File: src/rtl/bus_arbit_mux.sv
// Two-master bus arbiter with integrated master-side mux. Park owner is master 0; a bounded
// hold counter lets the waiting master preempt after MAX_HOLD contended cycles.
module bus_arbit_mux #(
  parameter int unsigned ADDR_W   = 16,
  parameter int unsigned DATA_W   = 32,
  parameter int unsigned MAX_HOLD = 8
) (
  input  logic              clk,
  input  logic              reset,
  input  logic              m0_req,
  input  logic              m0_wr,
  input  logic [ADDR_W-1:0] m0_address,
  input  logic [DATA_W-1:0] m0_dout,
  input  logic              m1_req,
  input  logic              m1_wr,
  input  logic [ADDR_W-1:0] m1_address,
  input  logic [DATA_W-1:0] m1_dout,
  output logic              m0_grant,
  output logic              m1_grant,
  output logic              m_req,
  output logic [ADDR_W-1:0] s_addr,
  output logic              s_wr,
  output logic [DATA_W-1:0] s_din
);

  localparam int unsigned CntW = (MAX_HOLD > 0) ? $clog2(MAX_HOLD + 1) : 1;
  localparam logic [CntW-1:0] HoldMax = CntW'((MAX_HOLD == 0) ? 0 : MAX_HOLD - 1);

  typedef enum logic {StM0Gnt, StM1Gnt} state_e;

  state_e          state_q, state_d;
  logic [CntW-1:0] hold_q, hold_d;
  logic            both_req;
  logic            preempt;
  logic            other_req;

  always_comb begin
    state_d   = state_q;
    hold_d    = hold_q;
    both_req  = m0_req & m1_req;
    preempt   = (MAX_HOLD != 0) && both_req && (hold_q == HoldMax);
    other_req = (state_q == StM0Gnt) ? m1_req : m0_req;

    unique case (state_q)
      StM0Gnt: begin
        if ((m1_req && !m0_req) || preempt) state_d = StM1Gnt;
      end
      StM1Gnt: begin
        if (!m1_req || preempt) state_d = StM0Gnt;
      end
      default: state_d = StM0Gnt;
    endcase

    // Counter only measures contended cycles of the current owner; saturates, never wraps.
    if (state_d != state_q || !other_req) begin
      hold_d = '0;
    end else if (both_req && hold_q != HoldMax) begin
      hold_d = hold_q + 1'b1;
    end
  end

  always_ff @(posedge clk or posedge reset) begin
    if (reset) begin
      state_q <= StM0Gnt;
      hold_q  <= '0;
    end else begin
      state_q <= state_d;
      hold_q  <= hold_d;
    end
  end

  always_comb begin
    m0_grant = (state_q == StM0Gnt);
    m1_grant = (state_q == StM1Gnt);
    if (state_q == StM1Gnt) begin
      m_req  = m1_req;
      s_addr = m1_address;
      s_wr   = m1_wr;
      s_din  = m1_dout;
    end else begin
      m_req  = m0_req;
      s_addr = m0_address;
      s_wr   = m0_wr;
      s_din  = m0_dout;
    end
  end

endmodule

File: config.mk
export PLATFORM = sky130hd
export DESIGN_NAME = bus_arbit_mux
export DESIGN_NICKNAME = d
export VERILOG_FILES = /design/src/rtl/bus_arbit_mux.sv
export SDC_FILE = /design/constraint.sdc
export NUM_CORES = 1
export LEC_CHECK = 0
export BUFFER_PORTS_ARGS = -buffer_cell sky130_fd_sc_hd__buf_2
export CAP_MARGIN = 20
export CORE_ASPECT_RATIO = 2
export CORE_UTILIZATION = 31
export DETAILED_ROUTE_END_ITERATION = 10
export PLACE_DENSITY = 0.92
export SETUP_SLACK_MARGIN = 0.5
export SLEW_MARGIN = 15
export SYNTH_ARGS = -nofsm -noshare
export SYNTH_HDL_FRONTEND = slang
export SYNTH_SLANG_ARGS = --single-unit
File: constraint.sdc
create_clock -name clk -period 1.45 [get_ports clk]
set_input_delay 0.29 -clock clk [delete_from_list [all_inputs] [get_ports clk]]
set_output_delay 0.29 -clock clk [all_outputs]
set_load 0.01 [all_outputs]
==> flow_summary.json, run 1 <==
{
  "status": "finished, violations left",
  "violations": "design-rule violations, negative setup slack",
  "cp_slowest_cell": "dfrtp_2",
  "crit_path_max_incr_delay_ns": 0.41,
  "critPathKind": "reg -> out",
  "max_freq_mhz": 622,
  "seq_area_frac_synth": 0.116,
  "synthMuxAreaShare": 0.695,
  "dp.cells": 258,
  "fp.dieH_um": 85.5,
  "clockRootBuffer": "clkbuf_8",
  "placed_cell_area_um2": 1830,
  "fillCellCount": 251,
  "drt_iter0_drc": 30,
  "clockBufferDepth": 2,
  "fp.dieW_um": 43.7,
  "cp.arrival_ns": 1.32,
  "clock_skew_ns": 0.00521,
  "vias_per_cell": 4.68,
  "grt_usage": 0.201,
  "total_power_w": 0.00120,
  "synth_area_per_cell_um2": 14.2,
  "setup_viol": 50,
  "startpoint_type": "flip-flop",
  "grt_max_degree": 24,
  "ys_types": 13,
  "synth_area_um2": 1080,
  "drive_gt1_frac": 0.932,
  "grt-ovfl-total": 0,
  "final_cells": 268,
  "rsz0062_at_grt": "true",
  "first_pass_iters": 7,
  "totalWireLength_mm": 4.12,
  "clkLatencyLatePin_ns": 0.23,
  "fin_ws_ns": -0.157,
  "grt_pass1_wl_mm": 5.63,
  "p_per_area_nw_per_um2": 544,
  "place_congestion": 0.785,
  "synth-adder-area-share": 0.0116,
  "synth-seq-cells": 5,
  "required_ns": 1.16,
  "final_common_cell": "buf_2",
  "synth_compound_area_frac": 0.00695,
  "tightest_slew_ns": 0.189,
  "ys_warn_count": 0,
  "relSlewSlack": 0.874,
  "cts_max_level": 1,
  "drc_errors": 15,
  "io_pins": 154,
  "grt_pass1_vias": 1286,
  "yosys.area_share.simple": 0.0324,
  "min_period_ns": 1.61,
  "cap_violations": 0,
  "cellLeakagePower_nw": 1.27,
  "cts_made_buffers": 3,
  "endpoint_kind": "output port",
  "core-area_um2": 3340,
  "antenna_cells": 0,
  "die-area_um2": 3740,
  "final_cell_mix": "buf_2 (110), mux2_4 (50), buf_6 (44), buf_4 (5), dfrtp_1 (4)",
  "dp_hpwl_mm": 3.22,
  "peakVddDrop_mv": 0.613,
  "netlist_instances": 76,
  "drv_slew": 0,
  "period_share": 1.11,
  "finalHoldViolCount": 0,
  "multi_input_area_um2": 855,
  "nNetsFinal": 340,
  "start_util": 0.323,
  "ant_nets": 0,
  "hold_class": "in -> reg",
  "synth_nets": 179,
  "clk_pin_slew_worst_paths_ns": 0.03,
  "path_max_fanout": 23,
  "synth_xor_area_frac": 0.0243,
  "antenna_found_initial": 0,
  "num_rows": 30,
  "ff_latch_area_um2": 126,
  "cts_tree": "built",
  "crit_chain": "buf_12, mux2_4, buf_6",
  "cts.sinks": 5,
  "wl_per_cell_um": 15.4,
  "synth_top_family_by_area": "multiplexers",
  "port_buffers": 153,
  "stdcell_area_um2": 2210,
  "area_delta_synth_final_pct": 105,
  "via_count": 1254
}
## path summary, 6_finish.rpt
path,startpoint,end,slack [ns],cells after the start
min in group asynchronous,reset,hold_q[1],0.54,3
worst min register to register,hold_q[3],hold_q[3],0.55,2
worst max register to register,hold_q[1],hold_q[0],0.31,5
max in group asynchronous,reset,m1_grant,0.72,3
worst min-delay path,m0_req,m1_grant,0.32,2
worst max-delay path,m1_grant,s_addr[6],-0.16,3
## cells in the mapped netlist (all sizes together)
master / number / share of area
a21boi: 1 / 0.0070
nand3: 2 / 0.0093
xnor2: 1 / 0.0081
dfrtp: 5 / 0.12
buf: 6 / 0.10
xor2: 2 / 0.016
mux2: 50 / 0.70
nand3b: 1 / 0.0070
and3: 1 / 0.0058
ha: 1 / 0.012
inv: 3 / 0.010
nor2: 3 / 0.010
## report_power, final
group	switching [W]	total, W	internal, W	leakage [nW]
clock network	0.0000762	0.000266	0.000189	0.0228
registers	0.00000514	0.000150	0.000145	0.0661
logic	0.000279	0.000786	0.000507	1.18
total	0.000360	0.00120	0.000842	1.27
## worst max-delay path, delay by kind of cell, from the launching register on
kind,cells,cell delay (ns)
DFF,1,0.41
buffers and inverters,2,0.34
muxes,1,0.34
## metal layers
metal | track usage | up-vias | wire, um | part of all wire
met3 | 0.0298 | 4 | 443 | 0.11
met1 | 0.152 | 559 | 1130 | 0.27
li1 | - | 594 | - | -
met2 | 0.452 | 97 | 2520 | 0.61
met5 | 0 | - | 0 | 0
met4 | 0.0511 | 0 | 31 | 0.0075
## flip-flops by register name (all words and copies together), names as in the netlist
register,cells
m1_grant,1
hold_q,4
## final cells by class
type / instances / area share
timing repair buffer: 162 / 0.513
clock buffer: 4 / 0.0204
tap: 32 / 0.0181
inverter: 3 / 0.00509
sequential: 5 / 0.0572
multi-input combinational: 62 / 0.387
## logic make-up (layout without fill, tap and decap cells)
group           count (synthesis)  after routing
fa+ha+maj                       1              1
mux                            50             50
compound gates                  1              1
xor+xnor                        3              3
simple gates                    7              7
buf+inv                         9            169
flops                           5              5
## timing repair
action,CTS,global route
setup endpoints to repair,57,57
setup buffers,1,4
gates resized for setup,45,5
pin swaps,0,5
hold endpoints to repair,5,0
hold buffers,1,0
## metrics by stage
stage / utilization / hold slack (ns) / TNS (ns) / setup WS (ns)
global route: 0.662 / 0.330 / -8.70 / -0.196
finish: 0.662 / 0.319 / -6.78 / -0.157
detailed placement: 0.546 / 0.189 / 0 / 0.0680
global placement: 0.546 / 0.187 / 0 / 0.0837
CTS: 0.647 / 0.284 / -6.97 / -0.158
floorplan: - / 0.0685 / 0 / 0.144
Power figures use the tool's default switching activity.
==> inputs of run 2 (changes only) <==
==> constraint.sdc (replaced) <==
create_clock -name clk -period 1.45 [get_ports clk]
set_input_delay 0.29 -clock clk [delete_from_list [all_inputs] [get_ports clk]]
set_output_delay 0.29 -clock clk [all_outputs]
set_load 0.005 [all_outputs]
==> flow_summary.json, run 2 (synthesized netlist as in run 1, its figures left out) <==
{
  "grt_pass1_vias": 1343,
  "ant_nets": 0,
  "drt_iter0_drc": 28,
  "highest_layer": "met4",
  "cp.arrival_ns": 1.37,
  "clockRootBuffer": "clkbuf_8",
  "grt_max_degree": 28,
  "final_common_cell": "buf_2",
  "crit_path_max_incr_delay_ns": 0.44,
  "clkLatencyLatePin_ns": 0.22,
  "crit_chain": "buf_12, buf_16, mux2_4, buf_6",
  "area_delta_synth_final_pct": 113,
  "antenna_cells": 0,
  "grt_pass1_wl_mm": 5.70,
  "final_util": 0.687,
  "largest_register": "hold_q",
  "clock_skew_ns": 0.00318,
  "first_pass_iters": 10,
  "startpoint_type": "flip-flop",
  "wl_met2_mm": 2.36,
  "num_rows": 30,
  "clk_pin_slew_worst_paths_ns": 0.04,
  "drv_slew": 0,
  "required_ns": 1.16,
  "antenna_found_initial": 0,
  "status": "finished, violations left",
  "finalHoldViolCount": 0,
  "cts.sinks": 5,
  "fp.dieW_um": 43.7,
  "final_cell_mix": "buf_2 (113), mux2_4 (50), buf_6 (45), dfrtp_1 (4), buf_4 (4)",
  "hold_class": "in -> reg",
  "wl_met3_um": 635,
  "endpoint_kind": "output port",
  "core-area_um2": 3340,
  "drive_gt1_frac": 0.934,
  "dp_hpwl_mm": 3.41,
  "dp.cells": 259,
  "cts_tree": "built",
  "violations": "design-rule violations, negative setup slack",
  "stdcell_area_um2": 2290,
  "place_congestion": 0.695,
  "rsz0062_at_grt": "true",
  "cts_made_buffers": 3,
  "critPathKind": "reg -> out",
  "tightest_slew_ns": 0.208,
  "grt_usage": 0.209,
  "grt-ovfl-total": 0,
  "dp_slack_ns": 0.0206,
  "clockBufferDepth": 2,
  "placed_cell_area_um2": 1820,
  "fin_ws_ns": -0.211,
  "via_count": 1313,
  "final_cells": 274,
  "peakVddDrop_mv": 0.351,
  "wl_met1_mm": 1.12,
  "cellLeakagePower_nw": 1.32,
  "fillCellCount": 254,
  "relSlewSlack": 0.861,
  "cpLargestDelayFamily": "flip-flops",
  "totalWireLength_mm": 4.20,
  "multi_input_area_um2": 855,
  "period_share": 1.15,
  "port_buffers": 153,
  "setup_viol": 52,
  "cap_violations": 0,
  "cts_max_level": 1,
  "die-area_um2": 3740,
  "cp_slowest_cell": "dfrtp_2",
  "vias_per_cell": 4.79,
  "path_buf_inv": 3,
  "wl_per_cell_um": 15.3,
  "fp.dieH_um": 85.5,
  "p_per_area_nw_per_um2": 518,
  "min_period_ns": 1.66,
  "ff_latch_area_um2": 126,
  "path_max_fanout": 5,
  "largest_reg_flops": 4,
  "fin_tns_setup_ns": -9.45,
  "drc_errors": 15,
  "nNetsFinal": 346,
  "max_freq_mhz": 602,
  "io_pins": 154,
  "start_util": 0.323
}
==> run 2: through the flow <==
stage | hold WS [ns] | total power (W)
finish | 0.301 | 0.00119
global route | 0.316 | 0.00125
CTS | 0.290 | 0.00117
detailed placement | 0.190 | 0.000739
global placement | 0.187 | 0.000731
floorplan | 0.0685 | 0.000480
==> run 2: layer usage <==
| layer | global-route usage | vias up |
|---|---|---|
| met4 | 0.0710 | 0 |
| met3 | 0.0681 | 7 |
| met1 | 0.163 | 571 |
| li1 | - | 606 |
| met2 | 0.431 | 129 |
| met5 | 0 | - |
==> run 2: what timing repair did <==
action                                  in CTS  in global routing
pin swaps                                    3                  5
gates cloned                                 1                  0
gates resized for setup                     49                  8
hold buffers                                 1                  0
buffers inserted                             6                  3
endpoints found under the hold margin        5                  0
endpoints found under the setup margin      57                 57
==> run 2: path summary, 6_finish.rpt <==
check                           from  depth (start not counted)  slack (ns)        end
hold reg to reg            hold_q[3]                          2        0.53  hold_q[3]
hold / removal                m0_req                          2        0.30   m1_grant
setup reg to reg            m1_grant                          8        0.10   m1_grant
max in group asynchronous      reset                          3        0.75   m1_grant
min in group asynchronous      reset                          3        0.52  hold_q[1]
setup / recovery            m1_grant                          4       -0.21  s_din[13]
==> run 2: cell type report <==
type | instances | area share
timing repair buffer | 168 | 0.529
multi-input combinational | 62 | 0.372
tap | 32 | 0.0174
clock buffer | 4 | 0.0196
inverter | 3 | 0.00600
sequential | 5 | 0.0551
==> run 2: power breakdown <==
part           internal (W)  total, W  switching [W]
clock network      0.000189  0.000260      0.0000706
registers          0.000145  0.000151     0.00000568
logic              0.000532  0.000777       0.000246
total              0.000866   0.00119       0.000322
==> inputs of run 3 (changes only) <==
--- a/config.mk
+++ b/config.mk
@@ -6,9 +6,10 @@
 export NUM_CORES = 1
 export LEC_CHECK = 0
 export BUFFER_PORTS_ARGS = -buffer_cell sky130_fd_sc_hd__buf_2
-export CAP_MARGIN = 20
+export CAP_MARGIN = 10
 export CORE_ASPECT_RATIO = 2
 export CORE_UTILIZATION = 31
+export CTS_BUF_LIST = sky130_fd_sc_hd__clkbuf_8
 export DETAILED_ROUTE_END_ITERATION = 10
 export PLACE_DENSITY = 0.92
 export SETUP_SLACK_MARGIN = 0.5
==> flow_summary.json, run 3 (synthesized netlist as in run 1, its figures left out) <==
{
  "wl_met1_mm": 1.12,
  "highest_layer": "met4",
  "vias_per_cell": 4.79,
  "required_ns": 1.16,
  "hp-start": "m0_req",
  "die-area_um2": 3740,
  "dp_hpwl_mm": 3.41,
  "antenna_found_initial": 0,
  "final_cell_mix": "buf_2 (113), mux2_4 (50), buf_6 (45), dfrtp_1 (4), buf_4 (4)",
  "clockBufferDepth": 2,
  "drt_iter0_drc": 27,
  "critPathKind": "reg -> out",
  "fp.dieH_um": 85.5,
  "antenna_cells": 0,
  "num_rows": 30,
  "fp.dieW_um": 43.7,
  "reg2reg_from": "m1_grant",
  "tightest_slew_ns": 0.208,
  "wl_met2_mm": 2.36,
  "final_util": 0.687,
  "via_count": 1312,
  "grt_max_degree": 28,
  "final_common_cell": "buf_2",
  "period_share": 1.15,
  "status": "finished, violations left",
  "min_period_ns": 1.66,
  "hold_ws_ns": 0.299,
  "cts_tree": "built",
  "finalHoldViolCount": 0,
  "fin_tns_setup_ns": -9.46,
  "port_buffers": 153,
  "place_congestion": 0.695,
  "peakVddDrop_mv": 0.351,
  "grt_pass1_wl_mm": 5.70,
  "cts_max_level": 1,
  "largest_reg_flops": 4,
  "drive_gt1_frac": 0.934,
  "hold_end": "m1_grant",
  "r2r_end": "m1_grant",
  "startpoint_type": "flip-flop",
  "ant_nets": 0,
  "cts.sinks": 5,
  "grt-ovfl-total": 0,
  "largest_register": "hold_q",
  "stdcell_area_um2": 2290,
  "fin_ws_ns": -0.211,
  "cellLeakagePower_nw": 1.33,
  "placed_cell_area_um2": 1820,
  "first_pass_iters": 10,
  "totalWireLength_mm": 4.21,
  "wl_per_cell_um": 15.4,
  "wl_met3_um": 635,
  "path_max_fanout": 5,
  "cp.arrival_ns": 1.37,
  "drv_slew": 0,
  "nNetsFinal": 346,
  "cap_violations": 0,
  "r2r_cells": 8,
  "violations": "design-rule violations, negative setup slack",
  "holdPathStages": 2,
  "rsz0062_at_grt": "true",
  "clockRootBuffer": "clkbuf_8",
  "endpoint_kind": "output port",
  "grt_pass1_vias": 1343,
  "start_util": 0.323,
  "max_freq_mhz": 602,
  "p_per_area_nw_per_um2": 515,
  "cts_made_buffers": 3,
  "drc_errors": 15,
  "total_power_w": 0.00118,
  "area_delta_synth_final_pct": 113,
  "io_pins": 154,
  "relSlewSlack": 0.861,
  "clkLatencyLatePin_ns": 0.22,
  "fillCellCount": 254,
  "clock_skew_ns": 0.00287,
  "grt_usage": 0.209,
  "setup_viol": 52,
  "core-area_um2": 3340,
  "rrSetupSlack_ns": 0.10,
  "hold_class": "in -> reg",
  "clk_pin_slew_worst_paths_ns": 0.04
}
-- run 3: report_power, final --
group	leakage, nW	internal (W)	switching (W)
registers	0.0661	0.000145	0.00000568
logic	1.23	0.000532	0.000246
clock network	0.0269	0.000182	0.0000711
-- run 3: timing repair --
action | 4_1_cts | 5_1_grt
cloned | 1 | 0
setup endpoints to repair | 57 | 57
gates resized for setup | 49 | 8
buffers inserted | 6 | 3
endpoints found under the hold margin | 5 | 0
pin swaps | 3 | 5
hold buffers | 1 | 0
-- run 3: final cells by class --
type | instances | area, um^2 | share of cell area
inverter | 3 | 13.8 | 0.00600
clock buffer | 3 | 41.3 | 0.0180
tap | 32 | 40.0 | 0.0174
multi-input combinational | 62 | 855 | 0.372
sequential | 5 | 126 | 0.0551
timing repair buffer | 168 | 1210 | 0.529
clock inverter | 1 | 3.75 | 0.00164
-- run 3: per-layer routing --
metal / GRT usage / vias to the layer above
met4: 0.0710 / 0
met1: 0.163 / 570
li1: - / 606
met5: 0 / -
met3: 0.0681 / 7
met2: 0.431 / 129
-- run 3: through the flow --
step / cells / setup slack, ns
CTS: 271 / -0.211
global route: 274 / -0.254
global placement: 259 / 0.0402
floorplan: 76 / 0.188
detailed placement: 259 / 0.0206
finish: 274 / -0.211
-- run 3: how the worst max path moves through the flow --
stage | from | cells past startpoint | end | slack (ns)
floorplan | m1_grant | 3 | m_req | 0.19
global placement | m1_grant | 3 | s_din[28] | 0.04
detailed placement | m1_grant | 3 | s_din[28] | 0.02
CTS | m1_grant | 3 | s_din[28] | -0.21
global route | m1_grant | 3 | s_din[28] | -0.25
finish | m1_grant | 4 | s_din[13] | -0.21
-- run 3: worst max-delay path, cell delays in order, from the launching register on --
cell and delay (ns):
dfrtp_2 0.44, buf_12 0.15, buf_16 0.13, mux2_4 0.30, buf_6 0.12
